==> src/rtl/idct_row_pipe.sv <==
// idct_row_pipe: three-stage pipelined 8-point 1-D IDCT row stage.
//   S1 registers the even/odd partial products, S2 the butterflied
//   accumulators, and S3 the rounded, range-fitted output samples.
//   Each stage has a valid/ready handshake, and bubbles collapse.
//   Each output row is tagged with its index in the 8x8 block.

// Per-lane rounding, arithmetic shift and saturate/wrap for one accumulator.
module idct_row_pipe_lane #(
    parameter int ACC_W      = 22,
    parameter int OUT_W      = 9,
    parameter int SHIFT      = 7,
    parameter int ROUND_MODE = 2,
    parameter int SATURATE   = 1
) (
    input  logic signed [ACC_W-1:0] i_y,
    output logic        [OUT_W-1:0] o_q,
    output logic                    o_ovf
);
    localparam logic signed [ACC_W-1:0] HALF    = ACC_W'(1) << (SHIFT - 1);
    localparam logic signed [ACC_W-1:0] HALF_M1 = HALF - ACC_W'(1);
    localparam logic signed [ACC_W-1:0] MAXV    = ACC_W'((1 << (OUT_W - 1)) - 1);
    localparam logic signed [ACC_W-1:0] MINV    = ~MAXV;

    logic signed [ACC_W-1:0] w_bias;
    logic signed [ACC_W-1:0] w_sum;
    logic signed [ACC_W-1:0] w_sh;

    // Bias for the rounding mode, shift, then clamp or wrap into OUT_W.
    // Ties go away from zero: for negative values the bias is one short of
    // half, so an exact .5 floors downward and a fraction past .5 still
    // rounds to nearest.
    always_comb begin
        w_bias = '0;
        if (ROUND_MODE == 1)
            w_bias = HALF;
        else if (ROUND_MODE == 2)
            w_bias = i_y[ACC_W-1] ? HALF_M1 : HALF;
        w_sum = i_y + w_bias;
        w_sh  = w_sum >>> SHIFT;
        o_ovf = (w_sh > MAXV) || (w_sh < MINV);
        o_q   = w_sh[OUT_W-1:0];
        if (SATURATE != 0) begin
            if (w_sh > MAXV)
                o_q = MAXV[OUT_W-1:0];
            else if (w_sh < MINV)
                o_q = MINV[OUT_W-1:0];
        end
    end
endmodule

module idct_row_pipe #(
    parameter int IN_W       = 12,
    parameter int OUT_W      = 9,
    parameter int SHIFT      = 7,
    parameter int ROUND_MODE = 2,
    parameter int SATURATE   = 1
) (
    input  logic                 clk,
    input  logic                 rst,
    input  logic                 in_valid,
    output logic                 in_ready,
    input  logic [8*IN_W-1:0]    in_row,
    output logic                 out_valid,
    input  logic                 out_ready,
    output logic [8*OUT_W-1:0]   out_row,
    output logic [2:0]           out_idx,
    output logic                 out_last,
    output logic                 sat_flag,
    input  logic                 sat_clr
);
    localparam int ACC_W  = IN_W + 10;
    localparam int STAGES = 3;

    // Constant multiplies as shift-add. The values are two's complement
    // modulo 2^ACC_W. ACC_W has headroom for the largest row, so the
    // results are exact.
    function automatic logic [ACC_W-1:0] mul_c1(input logic [ACC_W-1:0] x);  // 63
        return (x << 6) - x;
    endfunction
    function automatic logic [ACC_W-1:0] mul_c2(input logic [ACC_W-1:0] x);  // 59
        return (x << 6) - (x << 2) - x;
    endfunction
    function automatic logic [ACC_W-1:0] mul_c3(input logic [ACC_W-1:0] x);  // 53
        return (x << 5) + (x << 4) + (x << 2) + x;
    endfunction
    function automatic logic [ACC_W-1:0] mul_c4(input logic [ACC_W-1:0] x);  // 45
        return (x << 5) + (x << 3) + (x << 2) + x;
    endfunction
    function automatic logic [ACC_W-1:0] mul_c5(input logic [ACC_W-1:0] x);  // 36
        return (x << 5) + (x << 2);
    endfunction
    function automatic logic [ACC_W-1:0] mul_c6(input logic [ACC_W-1:0] x);  // 24
        return (x << 4) + (x << 3);
    endfunction
    function automatic logic [ACC_W-1:0] mul_c7(input logic [ACC_W-1:0] x);  // 12
        return (x << 3) + (x << 2);
    endfunction

    // Handshake chain: a stage loads when empty or when its content leaves.
    logic [STAGES:1] r_vld_pipe;
    logic            w_rdy1, w_rdy2, w_rdy3;
    logic            w_ld1, w_ld2, w_ld3, w_out_hs;

    assign w_rdy3   = !r_vld_pipe[3] || out_ready;
    assign w_rdy2   = !r_vld_pipe[2] || w_rdy3;
    assign w_rdy1   = !r_vld_pipe[1] || w_rdy2;
    assign w_ld1    = in_valid && w_rdy1;
    assign w_ld2    = r_vld_pipe[1] && w_rdy2;
    assign w_ld3    = r_vld_pipe[2] && w_rdy3;
    assign w_out_hs = r_vld_pipe[3] && out_ready;

    // Sign-extended coefficients; x0 sits in the MSBs of in_row.
    logic [7:0][ACC_W-1:0] w_x;
    for (genvar g = 0; g < 8; g++) begin : g_x
        assign w_x[g] = {{(ACC_W-IN_W){in_row[(8-g)*IN_W-1]}}, in_row[(7-g)*IN_W +: IN_W]};
    end

    // S1 combinational: even and odd partial sums.
    logic [3:0][ACC_W-1:0] w_e, w_o, r_e, r_o;
    always_comb begin
        w_e[0] = mul_c4(w_x[0] + w_x[4]);
        w_e[1] = mul_c4(w_x[0] - w_x[4]);
        w_e[2] = mul_c2(w_x[2]) + mul_c6(w_x[6]);
        w_e[3] = mul_c6(w_x[2]) - mul_c2(w_x[6]);
        w_o[0] = mul_c1(w_x[1]) + mul_c3(w_x[3]) + mul_c5(w_x[5]) + mul_c7(w_x[7]);
        w_o[1] = mul_c3(w_x[1]) - mul_c7(w_x[3]) - mul_c1(w_x[5]) - mul_c5(w_x[7]);
        w_o[2] = mul_c5(w_x[1]) - mul_c1(w_x[3]) + mul_c7(w_x[5]) + mul_c3(w_x[7]);
        w_o[3] = mul_c7(w_x[1]) - mul_c5(w_x[3]) + mul_c3(w_x[5]) - mul_c1(w_x[7]);
    end

    // S2 combinational: even butterfly, then the output butterfly.
    logic [3:0][ACC_W-1:0] w_t;
    logic [7:0][ACC_W-1:0] w_y, r_y;
    always_comb begin
        w_t[0] = r_e[0] + r_e[2];
        w_t[1] = r_e[1] + r_e[3];
        w_t[2] = r_e[1] - r_e[3];
        w_t[3] = r_e[0] - r_e[2];
        for (int i = 0; i < 4; i++) begin
            w_y[i]   = w_t[i] + r_o[i];
            w_y[7-i] = w_t[i] - r_o[i];
        end
    end

    // S3 combinational: one rounding/range lane per sample. y0 goes to the MSBs.
    logic [7:0]              w_ovf;
    logic [8*OUT_W-1:0]      w_row;
    for (genvar g = 0; g < 8; g++) begin : g_lane
        idct_row_pipe_lane #(
            .ACC_W     (ACC_W),
            .OUT_W     (OUT_W),
            .SHIFT     (SHIFT),
            .ROUND_MODE(ROUND_MODE),
            .SATURATE  (SATURATE)
        ) u_lane (
            .i_y  ($signed(r_y[g])),
            .o_q  (w_row[(7-g)*OUT_W +: OUT_W]),
            .o_ovf(w_ovf[g])
        );
    end

    // Stage valid bits. Reset discards any row in flight.
    always_ff @(posedge clk or posedge rst) begin
        if (rst) begin
            r_vld_pipe <= '0;
        end else begin
            if (w_rdy1) r_vld_pipe[1] <= in_valid;
            if (w_rdy2) r_vld_pipe[2] <= r_vld_pipe[1];
            if (w_rdy3) r_vld_pipe[3] <= r_vld_pipe[2];
        end
    end

    // S1/S2 datapath registers. The valid bits cover them, so they have no reset.
    always_ff @(posedge clk) begin
        if (w_ld1) begin
            r_e <= w_e;
            r_o <= w_o;
        end
        if (w_ld2)
            r_y <= w_y;
    end

    // S3 output register. It holds while the downstream stalls.
    logic [8*OUT_W-1:0] r_row;
    always_ff @(posedge clk or posedge rst) begin
        if (rst)
            r_row <= '0;
        else if (w_ld3)
            r_row <= w_row;
    end

    // Sticky range flag. A new out-of-range row wins over a clear in the same cycle.
    logic r_sat;
    always_ff @(posedge clk or posedge rst) begin
        if (rst)
            r_sat <= 1'b0;
        else if (w_ld3 && (|w_ovf))
            r_sat <= 1'b1;
        else if (sat_clr)
            r_sat <= 1'b0;
    end

    // Row-in-block counter. It advances on each output handshake and wraps 7 to 0.
    logic [2:0] r_idx;
    always_ff @(posedge clk or posedge rst) begin
        if (rst)
            r_idx <= 3'd0;
        else if (w_out_hs)
            r_idx <= r_idx + 3'd1;
    end

    assign in_ready  = w_rdy1;
    assign out_valid = r_vld_pipe[3];
    assign out_row   = r_row;
    assign out_idx   = r_idx;
    assign out_last  = r_vld_pipe[3] && (r_idx == 3'd7);
    assign sat_flag  = r_sat;
endmodule

==> config.mk <==
export PLATFORM = sky130hd
export DESIGN_NAME = idct_row_pipe
export DESIGN_NICKNAME = d
export VERILOG_FILES = /design/src/rtl/idct_row_pipe.sv
export SDC_FILE = /design/constraint.sdc
export NUM_CORES = 2
export LEC_CHECK = 0
export ABC_AREA = 1
export CAP_MARGIN = 20
export CORE_MARGIN = 2
export CORE_UTILIZATION = 51
export CTS_CLUSTER_SIZE = 28
export DETAILED_ROUTE_END_ITERATION = 7
export PLACE_DENSITY = 0.83
export SLEW_MARGIN = 20
export SYNTH_ARGS = -nofsm -noshare
export SYNTH_HDL_FRONTEND = slang
export SYNTH_SLANG_ARGS = --single-unit
==> constraint.sdc <==
create_clock -name clk -period 4.3 [get_ports clk]
set_input_delay 0.86 -clock clk [delete_from_list [all_inputs] [get_ports clk]]
set_output_delay 0.86 -clock clk [all_outputs]
set_load 0.05 [all_outputs]
Yosys cells after proc, flatten, opt, wreduce, memory -nomap -nowiden --
Cells that the tools add are included.
Word-level totals: register bits 431, bits of input ports 101
Cells by class: add/subtract/negate cells 73, magnitude comparators 16, equality and inequality tests 1, multiplexer cells 26, reduce and logical (&&, ||, !) cells 22
Operator list (count):
- adder 22 x 8 -> 22 bit | 8
- adder 22 bit | 7
- subtractor 22 bit | 7
- 2-to-1 mux 9 bit | 16
- > comparator 15 x 9 -> 1 bit, second input constant | 8
- < comparator 15 x 9 -> 1 bit, second input constant | 8
- adder 19 x 12 -> 20 bit | 4
- adder 18 x 14 -> 19 bit | 4
- subtractor 18 x 12 -> 19 bit | 4
- adder 17 x 14 -> 18 bit | 4
- adder 17 x 16 -> 18 bit | 4
- adder 15 x 14 -> 16 bit | 4
- 2-to-1 mux 7 bit | 8
- subtractor 21 x 19 -> 22 bit | 2
- adder 19 x 20 -> 21 bit | 2
- adder 20 x 13 -> 21 bit | 2
- adder 19 x 15 -> 20 bit | 2
- subtractor 19 x 12 -> 20 bit | 2
- adder 18 x 16 -> 19 bit | 2
- subtractor 18 x 14 -> 19 bit | 2
- adder 16 x 15 -> 17 bit | 2
- adder 21 x 18 -> 22 bit | 1
- adder 21 x 20 -> 22 bit | 1
- adder 20 x 16 -> 21 bit | 1
- other kinds (15) | 33

Depth between registers and ports, before layout --
depth after elaboration 7, gate-level depth with buffers 28, mapped depth without buffers 28

Cells and area by module --
A second synthesis with hierarchy kept.
Second synthesis, totals: cells, all modules 7812, area, all modules 58946.5 µm²
By module, submodules not included:
- idct_row_pipe | instances 1, cells an instance 6140, area each 51018.9 µm²
- idct_row_pipe_lane | instances 8, cells an instance 209, area each 991.0 µm²

Worst setup path before layout --
OpenSTA, ideal clock, no wires.
path kind input to register, start point input port in_row[0], end point register r_o[42] (netlist name), data pin, arrival time 5.627 ns, required time 4.035 ns, path slack -1.593 ns, cell stages on the path 27, cell sequence ha_1 > fa_1 > nand2_1 > nand2_1 > a21oi_1 > o21ai_0 > a21oi_1 > o21bai_1 > nand2_1 > nand2_1 > a21oi_1 > xor2_1 > fa_1 > fa_1 > inv_1 > fa_1 > inv_1 > fa_1 > inv_1 > ha_1 > a21oi_1 > o21ai_0 > a21oi_1 > nand2_1 > a21oi_1 > o21ai_0 > xor2_1
RTL lines:
- start, declared | RTL line 62 | input logic [8*IN_W-1:0] in_row,
- end signal, assigned | RTL line 177 | r_o <= w_o;
- end, declared | RTL line 119 | logic [3:0][ACC_W-1:0] w_e, w_o, r_e, r_o;

==> flow_results.org <==
** Run status
- Status :: finished with violations
- Failing checks :: setup timing

** STA
- Final number of hold-violating endpoints :: 0
- Measured against its own limit, the worst slew margin works out to 34.0%.
- At the pin with the least slew margin, the transition time is 989 ps.
- Final setup skew :: 61.4 ps
- The worst path in the final design needs a cycle of 7160 ps, including I/O delays and setup.
- Post-route fraction of the period consumed by the critical path :: 166%
- Setup slack of the critical path after layout :: -2860 ps
- Setup repair after global routing could not meet its margin everywhere.
- The number of max-slew violations in the final report was 0.
- Final Setup Violations :: 97
- Based on the critical path, the design can be clocked at up to 140 MHz.

** Routing
- Number of vias in the routed layout :: 50800
- Post-detailed-route wirelength per cell :: 22.6 um
- Routed WL :: 200000 um
- Detail-routed via count per cell :: 5.74
- Number of search-and-repair iterations in the first detailed-routing pass :: 7
- For this block, the initial DRC count from the detailed router was 5087.
- Number of remaining DRC errors :: 0
- Count of nets left with antenna violations after detail routing :: 0

** Die
- The die covers 106000 um2.
- During I/O placement, the number of pins put on the boundary was 180.
- Once the floorplan was initialized, standard cells occupied 51.6% of the core.
- Core area :: 102000 um2
- Die extent in y :: 325 um
- Cell row count :: 117
- The die is 325 um wide.

** Critical path
- Cell with the most instances on the worst path :: sky130_fd_sc_hd__nand2_1
- Data arrival time of the critical path :: 7510 ps
- Critical Path Start Type :: primary input
- Among all stages on the critical path, the largest delay is contributed by sky130_fd_sc_hd__xor2_2.
- Longest individual stage delay on the worst path :: 810 ps
- Worst-path fanout max :: 4
- Startpoint of the lowest-slack register-to-register path :: r_e[28]$_DFFE_PP_
- Required time worst endpoint :: 4650 ps
- The worst setup path is captured at a register.
- The critical path in this run is classified as primary input to register.
- The critical path starts at in_row[0].

** Synth
- Post-synth EDFFs :: 343
- The share of the Yosys chip area taken by registers is 23.3%.
- Syn Area/Cell :: 8.35 um2
- Register bit count reported by yosys :: 422
- The number of nets in the synthesized netlist is 7506.
- After synthesis, the share of flip-flops with an asynchronous set or reset is 18.7%.
- Synthesis produced a netlist whose cell count is 6297.
- Summed instance area of the synthesized netlist :: 52600 um2
- After synthesis, the netlist uses 65 different library cells.
- Synth warn :: 0
- For this run, the leading register cell type out of synthesis is sky130_fd_sc_hd__edfxtp_1.

** Global route
- Entering global routing, the biggest net connects 92 pins.
- The initial antenna violation count came to 14.
- Across every metal layer, demand over resource in global routing totals 32.7%.
- Number of global-route vias before repair :: 49400
- The first global-routing pass estimated 271000 um of wire.
- The total overflow left after global routing is 0.

** Clock tree
- Cell at the root of the clock tree :: sky130_fd_sc_hd__clkbuf_16
- TritonCTS clock tree :: yes
- Number of clock buffers inserted by TritonCTS :: 48
- Clock-pin slew was measured on the worst setup and hold paths at 60 ps.
- At the later pin of the worst-skew pair, clock insertion delay measures 660 ps.
- CTS built an H-tree with a depth of 2.
- For this design, the sink count on the clock tree is 422.
- Buffer depth of the longest clock path :: 3
- After clock tree synthesis, the flow added hold-fix buffers numbering 0.

** Hold path
- The worst hold path begins at out_row[62]$_DFFE_PP0P_.
- The worst hold path belongs to the class register to register.

** Placement
- During placement, the flow inserted port buffers numbering 179.
- The placed instances occupy a cell area of 63600 um2.
- Total half-perimeter wirelength after legalization and detailed placement :: 136000 um
- Final GP Congestion :: 1.00

** Cells and area
- Fraction of layout cells with a size suffix above 1 :: 24.1%
- Summing all non-filler instances in the final layout gives an area of 68900 um2.
- Relative to the synthesized area, the layout overhead comes to 31.0%.
- In the final design database the tool counted 8648 nets.

** Run
- Max Cap Viol :: 0
## Yosys cell counts (18+ instances only)
cell type | instances | area [um2]
sky130_fd_sc_hd__buf_2 | 39 | 195
sky130_fd_sc_hd__clkbuf_1 | 56 | 210
sky130_fd_sc_hd__nand2_2 | 27 | 169
sky130_fd_sc_hd__o21ai_0 | 137 | 686
sky130_fd_sc_hd__nor3_1 | 48 | 240
sky130_fd_sc_hd__o21bai_1 | 46 | 345
sky130_fd_sc_hd__nor4_1 | 18 | 113
sky130_fd_sc_hd__edfxtp_1 | 343 | 10300
sky130_fd_sc_hd__xnor2_1 | 58 | 508
sky130_fd_sc_hd__o211ai_1 | 23 | 173
sky130_fd_sc_hd__ha_1 | 619 | 7740
sky130_fd_sc_hd__a21oi_1 | 452 | 2260
sky130_fd_sc_hd__xor2_1 | 346 | 3030
sky130_fd_sc_hd__o21ai_1 | 48 | 240
sky130_fd_sc_hd__fa_1 | 489 | 9790
sky130_fd_sc_hd__nand4_1 | 72 | 450
sky130_fd_sc_hd__nor2_1 | 500 | 1880
sky130_fd_sc_hd__nand3_1 | 261 | 1310
sky130_fd_sc_hd__nand3b_1 | 32 | 240
sky130_fd_sc_hd__dfrtp_1 | 79 | 1980
sky130_fd_sc_hd__a31oi_1 | 68 | 425
sky130_fd_sc_hd__inv_1 | 1252 | 4700
sky130_fd_sc_hd__nand2_1 | 1085 | 4070
sky130_fd_sc_hd__inv_2 | 26 | 97.6
## logic make-up (layout without fill, tap and decap cells)
family                     after synthesis  in the layout  share of synthesized area [%]
adders and majority gates             1108           1108                           33.3
xor gates and xnor gates               408            408                           6.85
AOI/OAI and AO/OA                      880            880                           9.56
other                                    0              7                              0
DFF                                    422            422                           23.3
buffers and inverters                 1383           2564                           10.0
and+or+nand+nor                       2094           2094                           16.9
muxes                                    2              2                         0.0428
## cells in the final DEF (no fill, tap or decap), types with 46 or more instances in the layout
cell / n
sky130_fd_sc_hd__dfrtp_1: 79
sky130_fd_sc_hd__edfxtp_1: 343
sky130_fd_sc_hd__xnor2_1: 46
sky130_fd_sc_hd__o21ai_0: 104
sky130_fd_sc_hd__clkdlybuf4s50_1: 117
sky130_fd_sc_hd__inv_1: 1164
sky130_fd_sc_hd__ha_4: 84
sky130_fd_sc_hd__nand2_2: 68
sky130_fd_sc_hd__fa_1: 445
sky130_fd_sc_hd__nor2_1: 475
sky130_fd_sc_hd__nand2_1: 1027
sky130_fd_sc_hd__nand4_1: 72
sky130_fd_sc_hd__buf_6: 86
sky130_fd_sc_hd__xor2_1: 304
sky130_fd_sc_hd__a31oi_1: 56
sky130_fd_sc_hd__a21oi_1: 361
sky130_fd_sc_hd__ha_1: 517
sky130_fd_sc_hd__nand3_1: 246
sky130_fd_sc_hd__o21ai_1: 50
sky130_fd_sc_hd__clkbuf_16: 49
sky130_fd_sc_hd__inv_2: 98
sky130_fd_sc_hd__buf_4: 901
sky130_fd_sc_hd__a21oi_2: 71
## worst max-delay path: cells and delay by family
family	cells	cell delay, ps
xor+xnor	2	1400
compound gates	6	1130
buf+inv	4	510
simple gates	11	1080
fa+ha+maj	6	2470
## flip-flops by register name, summed over array words and instances (netlist names)
name / flops
r_y: 172
r_o: 88
r_e: 83
out_row: 72
out_idx: 3
r_vld_pipe: 3
sat_flag: 1
## through the flow
| stage | worst slack [ps] | TNS, ps | hold WS, ps | utilization (%) | std cells |
|---|---|---|---|---|---|
| global route | -2760 | -96410 | 511 | 67.5 | 8846 |
| CTS | -1000 | -32900 | 492 | 65.9 | 8792 |
| finish | -2860 | -89800 | 485 | 67.5 | 8853 |
| detailed placement | -2220 | -152950 | 472 | 62.3 | 8623 |
| floorplan | -1300 | -35310 | 479 | - | 6297 |
| global placement | -2180 | -140310 | 463 | 62.3 | 8623 |
## per-layer routing
| layer | track usage [%] | vias to the layer above | part of all wire (%) |
|---|---|---|---|
| met1 | 40.4 | 23900 | 36 |
| met2 | 53.8 | 3211 | 44 |
| li1 | - | 22400 | - |
| met3 | 5.88 | 1235 | 12 |
| met4 | 19.0 | 16 | 9.0 |
| met5 | 0 | - | 0.082 |
## cell type report
| cell class | instances | area, um2 |
|---|---|---|
| fill | 7353 | 33100 |
| multi-input combinational | 4492 | 38400 |
| tap | 1368 | 1710 |
| clock inverter | 32 | 327 |
| sequential | 422 | 12300 |
| timing repair buffer | 1196 | 10000 |
| inverter | 1279 | 4860 |
| clock buffer | 57 | 1290 |
| antenna | 7 | 17.5 |
## path summary, 6_finish.rpt
kind                                                 to  cells after the start  slack [ps]
worst max-delay path                  r_o[21]$_DFFE_PP_                     29       -2860
worst min-delay path            out_row[62]$_DFFE_PP0P_                      2         480
worst max register to register       r_y[131]$_DFFE_PP_                     17        -110
worst min register to register  out_row[62]$_DFFE_PP0P_                      2         480
max in group asynchronous       out_row[29]$_DFFE_PP0P_                      3        2960
min in group asynchronous       out_row[15]$_DFFE_PP0P_                      2         560
## what timing repair did
| action | in CTS | in global routing |
|---|---|---|
| cloned | 0 | 0 |
| hold endpoints to repair | 0 | 0 |
| setup endpoints to repair | 113 | 142 |
| setup buffers | 117 | 69 |
| gates resized for setup | 478 | 308 |
| pin swaps | 293 | 164 |
Power is left out: the tool's default activity adds up to more than one toggle a clock period on the data nets, which glitch-free logic cannot reach.
